`config.mk`:
```
export PLATFORM = sky130hd
export DESIGN_NAME = instr_fetch_buffer
export DESIGN_NICKNAME = d
export VERILOG_FILES = /design/src/rtl/instr_fetch_buffer.sv
export SDC_FILE = /design/constraint.sdc
export NUM_CORES = 1
export LEC_CHECK = 0
export ABC_AREA = 1
export CORE_ASPECT_RATIO = 1.4
export CORE_UTILIZATION = 53
export CTS_CLUSTER_DIAMETER = 50
export DETAILED_ROUTE_END_ITERATION = 8
export GPL_TIMING_DRIVEN = 0
export MAX_ROUTING_LAYER = met4
export PLACE_DENSITY = 0.86
export RECOVER_POWER = 50
export SYNTH_ARGS = -nofsm -noshare
export SYNTH_HDL_FRONTEND = slang
export SYNTH_SLANG_ARGS = --single-unit
export TNS_END_PERCENT = 1
```
`constraint.sdc`:
```
create_clock -name clk -period 5.79 [get_ports clk]
set_input_delay 1.737 -clock clk [delete_from_list [all_inputs] [get_ports clk]]
set_output_delay 1.737 -clock clk [all_outputs]
set_load 0.05 [all_outputs]
```
`src/rtl/instr_fetch_buffer.sv`:
```
// instr_fetch_buffer: fetch stage ahead of a single-cycle datapath.
// A one-entry tagged buffer answers the current PC combinationally; on a
// miss the FSM fetches the word from instruction memory and refills the
// buffer. Error responses and timeouts load a NOP and set a sticky flag,
// so the core always makes forward progress.
//
// Memory handshake: mem_req/mem_addr are held stable from the first cycle
// of REQ until the cycle mem_gnt is seen high; exactly one response
// (mem_rvalid, qualified by mem_err) follows each grant, no earlier than
// the cycle after the grant. Only one request is ever outstanding.
module instr_fetch_buffer #(
    parameter int unsigned TIMEOUT = 16,
    parameter logic [31:0] NOP     = 32'h00000013
) (
    input  logic        clk,
    input  logic        reset,
    input  logic [31:0] PC,
    output logic [31:0] Instr,
    output logic        Stall,
    output logic        FetchErr,
    output logic        mem_req,
    output logic [31:0] mem_addr,
    input  logic        mem_gnt,
    input  logic        mem_rvalid,
    input  logic [31:0] mem_rdata,
    input  logic        mem_err,
    output logic [1:0]  dbg_state
);

    localparam int unsigned CNT_W = $clog2(TIMEOUT + 1);
    localparam logic [CNT_W-1:0] CNT_MAX  = CNT_W'(TIMEOUT);
    localparam logic [CNT_W-1:0] CNT_LAST = CNT_W'(TIMEOUT - 1);

    localparam logic [1:0] ST_IDLE  = 2'd0;
    localparam logic [1:0] ST_REQ   = 2'd1;
    localparam logic [1:0] ST_WAIT  = 2'd2;
    localparam logic [1:0] ST_DRAIN = 2'd3;

    logic [1:0]       state_q,     state_d;
    logic             buf_valid_q, buf_valid_d;
    logic [31:0]      buf_addr_q,  buf_addr_d;
    logic [31:0]      buf_data_q,  buf_data_d;
    logic [31:0]      req_addr_q,  req_addr_d;
    logic [CNT_W-1:0] cnt_q,       cnt_d;
    logic             fetch_err_q, fetch_err_d;

    logic hit;

    // Tag compare against the live PC: hits cost zero cycles.
    always_comb begin
        hit   = buf_valid_q && (buf_addr_q == PC);
        Stall = !hit;
        Instr = hit ? buf_data_q : NOP;
    end

    // Request outputs come straight from registered state.
    always_comb begin
        mem_req   = (state_q == ST_REQ);
        mem_addr  = req_addr_q;
        FetchErr  = fetch_err_q;
        dbg_state = state_q;
    end

    // Next-state logic for the fetch FSM, buffer and timeout counter.
    always_comb begin
        state_d     = state_q;
        buf_valid_d = buf_valid_q;
        buf_addr_d  = buf_addr_q;
        buf_data_d  = buf_data_q;
        req_addr_d  = req_addr_q;
        cnt_d       = cnt_q;
        fetch_err_d = fetch_err_q;

        case (state_q)
            ST_IDLE: begin
                if (!hit) begin
                    req_addr_d = PC;
                    state_d    = ST_REQ;
                end
            end

            ST_REQ: begin
                // A response in the grant cycle is illegal and dropped.
                if (mem_gnt) begin
                    cnt_d   = '0;
                    state_d = ST_WAIT;
                end
            end

            ST_WAIT: begin
                if (mem_rvalid) begin
                    // A response in the would-be timeout cycle still wins.
                    buf_valid_d = 1'b1;
                    buf_addr_d  = req_addr_q;
                    buf_data_d  = mem_err ? NOP : mem_rdata;
                    if (mem_err) begin
                        fetch_err_d = 1'b1;
                    end
                    state_d = ST_IDLE;
                end else begin
                    if (cnt_q != CNT_MAX) begin
                        cnt_d = cnt_q + CNT_W'(1);
                    end
                    if (cnt_q >= CNT_LAST) begin
                        // Give up: serve a NOP now, absorb the late reply in DRAIN.
                        buf_valid_d = 1'b1;
                        buf_addr_d  = req_addr_q;
                        buf_data_d  = NOP;
                        fetch_err_d = 1'b1;
                        state_d     = ST_DRAIN;
                    end
                end
            end

            ST_DRAIN: begin
                // The late response is discarded; the buffer keeps its NOP.
                if (mem_rvalid) begin
                    state_d = ST_IDLE;
                end
            end

            default: begin
                state_d = ST_IDLE;
            end
        endcase
    end

    // State registers with asynchronous reset.
    always_ff @(posedge clk or posedge reset) begin
        if (reset) begin
            state_q     <= ST_IDLE;
            buf_valid_q <= 1'b0;
            buf_addr_q  <= '0;
            buf_data_q  <= '0;
            req_addr_q  <= '0;
            cnt_q       <= '0;
            fetch_err_q <= 1'b0;
        end else begin
            state_q     <= state_d;
            buf_valid_q <= buf_valid_d;
            buf_addr_q  <= buf_addr_d;
            buf_data_q  <= buf_data_d;
            req_addr_q  <= req_addr_d;
            cnt_q       <= cnt_d;
            fetch_err_q <= fetch_err_d;
        end
    end

endmodule

```
==> impl_metrics.ini <==
[status]
status = complete, but fails checks
violations = max-capacitance violations, max-slew violations

[synthesis]
syn_area_um2 = 5290
ys_seq_area_share_pct = 49.7
synth_cell_types = 33
syn_avg_cell_area_um2 = 8.03
ys_warn_count = 0
syn_inst = 659
syn_nets = 731
ys_ff_latch = 105

[cells_and_area]
drive_gt1_share_pct = 15.1
final_nets = 880
layout_common_cells = nand2_1 (154), dfrtp_1 (105), clkdlybuf4s50_1 (103)
insertedDiodeCount = 0
final_cell_area_um2 = 7020
fin_util_pct = 73.4
fin_cells = 945
mostFrequentLayoutCell = nand2_1
area_growth_pct = 32.7

[clocking]
clockBufferDepth = 2
cts_root_buf = clkbuf_16
cts.clk_slew.worst_paths_ps = 70
ctsHtreeMaxLevel = 3
cts_sinks = 105
cts_tree = built
insertion_delay_ps = 360
numCtsBuffers = 9

[floorplanning]
die_w_um = 86.4
fp.dieH_um = 120
rows = 42
core_um2 = 9560
dieArea_um2 = 10400
start_util_pct = 55.3
io_pins = 138

[setup_path]
crit_path_max_fanout = 10
reg2reg_to = buf_addr_q[9]
r2r_cells = 9
start_kind = input pin
cp.required_ps = 4050
cpPeakStageDelay_ps = 530
crit_top_cell = inv_1
reg2reg_slack_ps = 3210
timing.rr.start = cnt_q[1]
cp_slowest_cell = clkdlybuf4s50_1
worstSetupEndpointType = output pin
cp_top_family = buffers and inverters
critical_path_arrival_ps = 3940
crit_chain = clkdlybuf4s50_1 > inv_1 > nand2_1 > nand4_1 > nor3b_1 > nand3b_1 > nor2_2 > inv_1 > buf_2 > nor2_1 > clkdlybuf4s18_2
critPathBufInv = 5
critical_path_class = input pin to output pin

[power_and_ir_drop]
finalPower_uw = 3620
leakage_uw = 0.00328
irDropWorstVdd_uv = 240
p_seq_share_pct = 35.1
p_sw_uw = 1640
p_sw_share_pct = 45.3
clock_power_share_pct = 16.0
internal_power_uw = 1980
powerDensity_nw_per_um2 = 515
pwr-share-comb_pct = 48.9

[sta]
setup_viol = 0
period_needed_ps = 5680
tightest_slew_ps = 1740
fin_skew_ps = 7.52
fin_crit_sh_pct = 98.0
grt_setup_unrepaired = false
hold_violations = 0
slew_headroom_pct = -16.3
final-max-slew-violation-count = 108
max_clock_freq_ghz = 0.176

[placed_design]
place.gp.congestion = 0.899
dp.cells = 929
dp_hpwl_um = 10900
dpl_cell_area_um2 = 6860
io_buffers = 137

[global_routing]
grt.total_usage_pct = 31.1
antenna_found_initial = 0
grt.overflow.total = 0
grt_pass1_wl_um = 24200
grt_pass1_vias = 5242
grt_max_degree = 72

[route]
drt-initial-drc-count = 359
drc = 0
via_per_inst = 5.29
ant_nets = 0
routed_wl_um = 14600
wl_per_cell_um = 15.4
via_count = 4997
firstDrtPassIters = 5

[min_path]
hp-class = flop to flop
hold_depth = 1
min_from = FetchErr
min_to = FetchErr

[run]
maxCapViolCount = 2
## kinds of logic after synthesis
family | Yosys count | synth area share [%]
compound gates | 106 | 11.6
xor+xnor | 6 | 0.994
fa+ha+maj | 3 | 0.710
buf+inv | 130 | 11.1
flops | 105 | 49.7
simple gates | 309 | 25.9
## area by class of cell
type                    instances  area, um2
clock buffers                  11        243
clock inverters                 5       31.3
flip-flops and latches        105       2630
well taps                     132        165
fillers                       776       2550
multi-input cells             424       2070
inverters                     105        395
repair buffers                138       1310
plain buffers                  25        175
## cells in the mapped netlist (all sizes together)
cell / count / share of area (%)
a21oi: 6 / 0.71
buf: 17 / 3.1
clkbuf: 8 / 0.57
dfrtp: 105 / 50
ha: 3 / 0.71
inv: 105 / 7.5
nand2: 183 / 15
nand3: 48 / 4.6
nand3b: 1 / 0.14
nand4: 14 / 1.7
nor2: 57 / 4.3
nor3: 3 / 0.28
nor3b: 1 / 0.14
o211ai: 1 / 0.14
o21ai: 96 / 10
o21bai: 1 / 0.14
o22ai: 1 / 0.12
o31ai: 1 / 0.14
or2: 2 / 0.24
xnor2: 5 / 0.83
xor2: 1 / 0.17
## worst max path at each step
stage           start        end  slack [ps]  depth (start not counted)
2_1_floorplan  PC[19]  Instr[22]         660                         11
3_3_place_gp   PC[19]  Instr[29]        -400                         13
3_5_place_dp   PC[19]  Instr[30]        -420                         13
4_1_cts        PC[19]  Instr[30]          -2                         13
5_1_grt         PC[6]  Instr[17]         0.3                         11
6_report        PC[6]  Instr[29]         110                         11
## power by group through the flow
stage | clock (uW) | sequential (uW) | combinational [uW]
after CTS | 579 | 1270 | 1780
final | 578 | 1270 | 1770
after detailed placement | 0 | 1280 | 1770
after global placement | 0 | 1260 | 1720
after floorplan | 0 | 1640 | 836
after global routing | 606 | 1310 | 1930
## what timing repair did
action / 4_1_cts / 5_1_grt
hold buffers: 0 / 0
gates resized for setup: 88 / 41
buffers inserted: 0 / 0
endpoints found under the setup margin: 30 / 33
## through the flow
stage                     TNS, ps  hold slack (ps)  setup slack [ps]
after floorplan                 0              447               657
after global placement     -25440              474              -399
after detailed placement   -10890              461              -421
after CTS                   -1.71              485             -1.71
after global routing            0              504             0.330
final                           0              485               114
## state kept, by name, summed over array words and instances (netlist names)
name	cells
buf_data_q	32
mem_addr	32
cnt_q	5
buf_valid_q	1
buf_addr_q	32
FetchErr	1
dbg_state	2
## layer usage
layer	vias to the layer above	wire [um]	global-route usage [%]
li1	2362	-	-
met1	2373	5440	33.7
met2	215	7630	53.8
met3	47	999	6.83
met4	0	493	14.5
met5	-	0	-
Power figures use the tool's default switching activity.
